--- src/rtl/muldiv_pkg.sv ---
// Shared types and constants for the multiply/divide scheduler.
package muldiv_pkg;

  typedef enum logic [2:0] {
    OpNone  = 3'd0,
    OpMult  = 3'd1,
    OpMultu = 3'd2,
    OpDiv   = 3'd3,
    OpDivu  = 3'd4,
    OpMthi  = 3'd5,
    OpMtlo  = 3'd6
  } muldiv_op_e;

  typedef enum logic [1:0] {
    StIdle,
    StIssue,
    StWait,
    StCommit
  } muldiv_state_e;

  localparam int unsigned TimeoutDefault = 64;

  function automatic logic is_long_op(input muldiv_op_e op);
    return op inside {OpMult, OpMultu, OpDiv, OpDivu};
  endfunction

endpackage

--- src/rtl/muldiv_watchdog.sv ---
// Cycle counter for the WAIT state; flags the last permitted cycle.
module muldiv_watchdog #(
  parameter int unsigned LIMIT = 64
) (
  input  logic i_clk,
  input  logic i_rst,
  input  logic i_clear,
  input  logic i_enable,
  output logic o_expired
);

  localparam int unsigned CntW = (LIMIT > 2) ? $clog2(LIMIT) : 1;
  localparam logic [CntW-1:0] Last = CntW'(LIMIT - 1);

  logic [CntW-1:0] r_count;

  always_ff @(posedge i_clk or negedge i_rst) begin
    if (!i_rst) begin
      r_count <= '0;
    end else if (i_clear) begin
      r_count <= '0;
    end else if (i_enable) begin
      r_count <= r_count + 1'b1;
    end
  end

  assign o_expired = (r_count == Last);

endmodule

--- src/rtl/muldiv_scheduler.sv ---
// Sequences the multi-cycle mul/div engine and owns the architectural HI/LO registers.
module muldiv_scheduler
  import muldiv_pkg::*;
#(
  parameter int unsigned WIDTH   = 32,
  parameter int unsigned TIMEOUT = TimeoutDefault
) (
  input  logic             i_clk,
  input  logic             i_rst,
  input  logic             i_req_valid,
  input  logic [2:0]       i_req_op,
  input  logic [WIDTH-1:0] i_req_a,
  input  logic [WIDTH-1:0] i_req_b,
  input  logic             i_flush,
  output logic             o_stall,
  output logic             o_unit_start,
  output logic             o_unit_abort,
  output logic             o_unit_is_div,
  output logic             o_unit_signed,
  output logic [WIDTH-1:0] o_unit_a,
  output logic [WIDTH-1:0] o_unit_b,
  input  logic             i_unit_done,
  input  logic [WIDTH-1:0] i_unit_hi,
  input  logic [WIDTH-1:0] i_unit_lo,
  output logic [WIDTH-1:0] o_hi,
  output logic [WIDTH-1:0] o_lo,
  output logic             o_done,
  output logic             o_timeout_err
);

  muldiv_state_e   r_state, w_state_next;
  muldiv_op_e      w_op;
  logic            w_req_ok, w_is_div, w_div_zero, w_accept;
  logic            w_wd_clear, w_wd_en, w_expired, w_capture, w_commit;
  logic            r_dz_done, r_is_div, r_signed;
  logic [WIDTH-1:0] r_unit_a, r_unit_b, r_hi, r_lo, r_pend_hi, r_pend_lo;

  assign w_op       = muldiv_op_e'(i_req_op);
  assign w_req_ok   = i_req_valid && !i_flush && (r_state == StIdle);
  assign w_is_div   = (w_op == OpDiv) || (w_op == OpDivu);
  assign w_div_zero = w_is_div && (i_req_b == '0);
  assign w_accept   = w_req_ok && is_long_op(w_op) && !w_div_zero;

  muldiv_watchdog #(
    .LIMIT(TIMEOUT)
  ) u_watchdog (
    .i_clk    (i_clk),
    .i_rst    (i_rst),
    .i_clear  (w_wd_clear),
    .i_enable (w_wd_en),
    .o_expired(w_expired)
  );

  always_comb begin
    w_state_next  = r_state;
    o_stall       = 1'b0;
    o_unit_start  = 1'b0;
    o_unit_abort  = 1'b0;
    o_timeout_err = 1'b0;
    w_wd_clear    = 1'b0;
    w_wd_en       = 1'b0;
    w_capture     = 1'b0;
    w_commit      = 1'b0;
    unique case (r_state)
      StIdle: begin
        if (w_accept) begin
          o_stall      = 1'b1;
          w_state_next = StIssue;
        end
      end
      StIssue: begin
        o_stall = 1'b1;
        if (i_flush) begin
          o_unit_abort = 1'b1;
          w_state_next = StIdle;
        end else begin
          o_unit_start = 1'b1;
          w_wd_clear   = 1'b1;
          w_state_next = StWait;
        end
      end
      StWait: begin
        o_stall = 1'b1;
        w_wd_en = 1'b1;
        // Flush beats a same-cycle done; done beats the final watchdog cycle.
        if (i_flush) begin
          o_unit_abort = 1'b1;
          w_state_next = StIdle;
        end else if (i_unit_done) begin
          w_capture    = 1'b1;
          w_state_next = StCommit;
        end else if (w_expired) begin
          o_unit_abort  = 1'b1;
          o_timeout_err = 1'b1;
          w_state_next  = StIdle;
        end
      end
      StCommit: begin
        w_commit     = !i_flush;
        w_state_next = StIdle;
      end
      default: w_state_next = StIdle;
    endcase
  end

  always_ff @(posedge i_clk or negedge i_rst) begin
    if (!i_rst) begin
      r_state   <= StIdle;
      r_unit_a  <= '0;
      r_unit_b  <= '0;
      r_is_div  <= 1'b0;
      r_signed  <= 1'b0;
      r_pend_hi <= '0;
      r_pend_lo <= '0;
      r_hi      <= '0;
      r_lo      <= '0;
      r_dz_done <= 1'b0;
    end else begin
      r_state   <= w_state_next;
      r_dz_done <= w_req_ok && w_div_zero;
      if (w_accept) begin
        r_unit_a <= i_req_a;
        r_unit_b <= i_req_b;
        r_is_div <= w_is_div;
        r_signed <= (w_op == OpMult) || (w_op == OpDiv);
      end
      if (w_capture) begin
        r_pend_hi <= i_unit_hi;
        r_pend_lo <= i_unit_lo;
      end
      if (w_commit) begin
        r_hi <= r_pend_hi;
        r_lo <= r_pend_lo;
      end else if (w_req_ok && (w_op == OpMthi)) begin
        r_hi <= i_req_a;
      end else if (w_req_ok && (w_op == OpMtlo)) begin
        r_lo <= i_req_a;
      end
    end
  end

  assign o_unit_a      = r_unit_a;
  assign o_unit_b      = r_unit_b;
  assign o_unit_is_div = r_is_div;
  assign o_unit_signed = r_signed;
  assign o_hi          = r_hi;
  assign o_lo          = r_lo;
  assign o_done        = w_commit || r_dz_done;

endmodule

--- config.mk ---
export PLATFORM = sky130hd
export DESIGN_NAME = muldiv_scheduler
export DESIGN_NICKNAME = d
export VERILOG_FILES = /design/src/rtl/muldiv_pkg.sv /design/src/rtl/muldiv_watchdog.sv /design/src/rtl/muldiv_scheduler.sv
export SDC_FILE = /design/constraint.sdc
export NUM_CORES = 1
export LEC_CHECK = 0
export ABC_AREA = 1
export CELL_PAD_IN_SITES_DETAIL_PLACEMENT = 1
export CELL_PAD_IN_SITES_GLOBAL_PLACEMENT = 2
export CORE_MARGIN = 4
export CORE_UTILIZATION = 30
export DETAILED_ROUTE_END_ITERATION = 8
export DONT_BUFFER_PORTS = 1
export PLACE_DENSITY = 0.64
export SETUP_SLACK_MARGIN = 0.3
export SLEW_MARGIN = 20
export SYNTH_ARGS = -nofsm -noshare
export SYNTH_HDL_FRONTEND = slang
export SYNTH_HIERARCHICAL = 1
export SYNTH_SLANG_ARGS = --single-unit
--- constraint.sdc ---
create_clock -name i_clk -period 2.1 [get_ports i_clk]
set_clock_uncertainty 0.15 [all_clocks]
set_input_delay 0.21 -clock i_clk [delete_from_list [all_inputs] [get_ports i_clk]]
set_output_delay 0.21 -clock i_clk [all_outputs]
set_load 0.01 [all_outputs]
==> metrics.csv <==
stage;metric;value;unit
run_status;status;finished, violations left;
yosys;yosysSeqAreaShare;59.04;%
timing;setup_violations;10;
timing;finalCritPeriodShare;102.7;%
layout;final_util;50.75;%
worst_setup_path;crit_chain;inv_2, ha_4, nand3_4, a21oi_4, nand2_8, a21oi_4;
timing;tightest_slew;0.5589;ns
timing;rsz0062_at_grt;yes;
routing;wl_per_cell;22.39;µm
run_status;violations;hold timing, setup timing;
timing;fmax;463.8;MHz
routing;routed_wl;34.07;mm
clocking;postCtsHoldBufs;134;
timing;fin_ws;-0.05615;ns
global_routing;track_usage;19.50;%
clocking;clockBufferDepth;3;
layout;syn_to_final_growth;65.22;%
global_routing;grt_pass1_vias;7827;
timing;hold_slack;-0.7612;ns
power_and_ir_drop;p_leak;6.844;nW
clocking;numCtsBuffers;26;
global_routing;overflow;0;
clocking;clk_latency;0.52;ns
yosys;yosys.cell_count.top_type;nand2_1;
place;place.gp.congestion;0.7634;
yosys;postSynth.asyncResetShare;100.0;%
yosys;synth_nets;1055;
clocking;root_buffer;clkbuf_16;
power_and_ir_drop;cellInternalPower;11.31;mW
die;initial_core_util;30.72;%
clocking;clkTransAtPathRegs;0.06;ns
clocking;cts_tree;built;
routing;vias;7343;
worst_setup_path;cp_max_fo;3;
clocking;h-tree-depth;1;
yosys;synth_area;8605;µm²
place;hpwl;18.24;mm
worst_setup_path;crit_buf_inv;1;
worst_setup_path;critical_path_required;1.74;ns
place;dp.cells;1270;
die;die_y;177.4;µm
worst_setup_path;path_delay_family;flip-flops;
global_routing;grt_start_max_net_pins;204;
yosys;synth.ff_latch_count;203;
die;rows;61;
yosys;synth_fa_ha_area_share;0.8725;%
worst_setup_path;cpPeakStageDelay;0.41;ns
die;coreArea;28010;µm²
routing;dr.pass1.iters;4;
global_routing;antenna_found_initial;0;
power_and_ir_drop;power_frac_comb;27.5;%
yosys;synth_cells;913;
routing;viasPerCell;4.825;
clocking;cts_sinks;203;
worst_setup_path;arrival;1.80;ns
layout;drive_gt1_share;41.91;%
die;dieArea;31450;µm²
worst_setup_path;start_kind;flip-flop;
place;io_buffer_count;0;
layout;layout.nets;1268;
worst_setup_path;worstRegToRegCells;12;
timing;maxSlewViolCount;0;
routing;drt_iter0_drc;393;
die;io_pins;271;
power_and_ir_drop;fin_total_pwr;17.74;mW
yosys;ys_top_cells_by_count;nand2_1 (312), dfrtp_1 (203), nand3_1 (97);
yosys;netlist.area_leader.share;59.04;%
worst_setup_path;critPathSlowestCell;dfrtp_1;
yosys;avgSynthCellArea;9.424;µm²
timing;finalCriticalPeriod;2.156;ns
worst_setup_path;crit_path_end_kind;output pin;
power_and_ir_drop;seq_power_share;47.2;%
global_routing;grt_pass1_wl;47.93;mm
timing;max_slew_margin;62.74;%
yosys;synth-edff-count;0;
power_and_ir_drop;ir_drop;0.8895;mV
routing;postRouteAntennaNets;0;
die;die_x;177.4;µm
power_and_ir_drop;switching_share;36.23;%
run;drv_cap;0;
yosys;synth_ff_type;dfrtp_1;
yosys;yosysUniqueCellTypes;27;
yosys;synth_xor_area_share;0;%
layout;n_fill_cell;2935;
layout;instances_no_fill;1522;
place;dp_slack;0.1127;ns
worst_setup_path;cpMostUsedCell;a21oi_4;
routing;drcViolationCount;0;
worst_setup_path;criticalPathCategory;flip-flop to output pin;
power_and_ir_drop;p_sw;6.427;mW
power_and_ir_drop;clkPwrFrac;25.3;%
yosys;netlist_top_cells_area;dfrtp_1 (59%), nand2_1 (14%), mux2_2 (8.4%);
worst_setup_path;reg2reg_slack;-0.02;ns
yosys;synth_warnings;6;
timing;finalHoldViolCount;203;
yosys;synth_top_family_by_area;simple AND/OR/NAND/NOR gates;
worst_setup_path;cp.depth;6;
yosys;synth_area_leader_cell;dfrtp_1;
yosys;synthSimpleGateAreaFrac;23.79;%
yosys;muxShareOfSynthArea;8.376;%
hold_path;timing.hold.worst.class;primary input to async pin;
power_and_ir_drop;powerDensity;1248;nW/µm²
yosys;synth_compound_area_share;3.039;%
state kept, by name, summed over array words and instances, names as in the netlist:
signal and flops:
o_hi 32, o_lo 32, o_unit_a 32, o_unit_b 32
o_unit_is_div 1, o_unit_signed 1, r_dz_done 1, r_pend_hi 32
r_pend_lo 32, r_state 2, u_watchdog/r_count 6
metal layers:
layer	track usage (%)	vias to the layer above	part of all wire, %
li1	-	3370	-
met3	5.305	46	6.7
met5	0	-	0
met4	3.062	0	1.9
met1	24.89	3739	40
met2	33.89	188	51
cell type report:
cell class,instances,area (µm²),share of cell area [%]
sequential,203,5080,35.73
timing repair buffer,228,2914,20.50
timing repair inverter,1,8.758,0.06161
clock inverter,6,82.58,0.5809
multi-input combinational,609,4653,32.73
tap,378,473.0,3.327
clock buffer,39,770.7,5.422
antenna,1,2.502,0.01760
inverter,57,231.5,1.628
worst paths after layout:
path / from / to
setup / recovery: r_state[0] / o_stall
hold / removal: i_rst / o_unit_b[20]
setup reg to reg: r_state[0] / o_hi[24]
hold reg to reg: r_pend_hi[28] / o_hi[28]
max in group asynchronous: i_rst / o_hi[5]
min in group i_clk: i_req_op[0] / o_lo[8]
worst register-to-register path: cells and delay by family (launching register included):
kind / cells / cell delay [ns]
buffers and inverters: 6 / 0.79
AND/OR/NAND/NOR: 5 / 0.53
flip-flops: 1 / 0.40
adder cells (fa/ha/maj): 1 / 0.17
placed cells by master, fill, tap and decap left out, types with 3 or more instances in the layout:
cell type	netlist	layout
o21ai_0	29	3
inv_1	51	48
nor2_1	59	54
nor2_4	0	4
dlygate4sd3_1	0	134
nand3_2	2	65
nor2_2	2	3
clkbuf_8	0	5
mux2_2	64	64
buf_16	0	14
inv_2	6	6
nor3_1	4	3
buf_12	0	25
nand2_1	312	152
o21ai_1	16	17
o21ai_2	0	24
buf_4	0	29
nand4_1	5	5
buf_6	2	11
buf_8	0	3
clkbuf_1	20	7
nand2_2	0	47
clkbuf_16	0	39
nand3_1	97	32
nand2_4	2	114
dfrtp_1	203	203
clkinv_2	0	3
a21oi_1	4	3
ha_4	0	5
metrics by stage:
stage / setup TNS, ns / cell area [µm²]
floorplan: 0 / 8648
global placement: 0 / 9178
detailed placement: 0 / 9178
CTS: -0.2148 / 13020
global route: -1.566 / 14210
finish: -0.1262 / 14220
power by group through the flow:
stage | combinational (mW) | sequential, mW | clock [mW]
5_1_grt | 5.38 | 8.61 | 4.80
2_1_floorplan | 2.06 | 7.26 | 0
6_report | 4.88 | 8.38 | 4.48
3_5_place_dp | 2.58 | 7.89 | 0
4_1_cts | 3.92 | 8.06 | 4.61
3_3_place_gp | 2.47 | 7.87 | 0
timing repair:
| action | in CTS | in global routing |
|---|---|---|
| cloned | 15 | 15 |
| endpoints found under the hold margin | 406 | 203 |
| gates resized for setup | 255 | 231 |
| buffers inserted | 29 | 13 |
| pin swaps | 20 | 20 |
| setup endpoints to repair | 137 | 142 |
logic make-up after synthesis:
group | after synthesis
flops | 203
buf+inv | 101
mux | 64
fa+ha+maj | 6
simple gates | 488
compound gates | 51
Power figures use the tool's default switching activity.
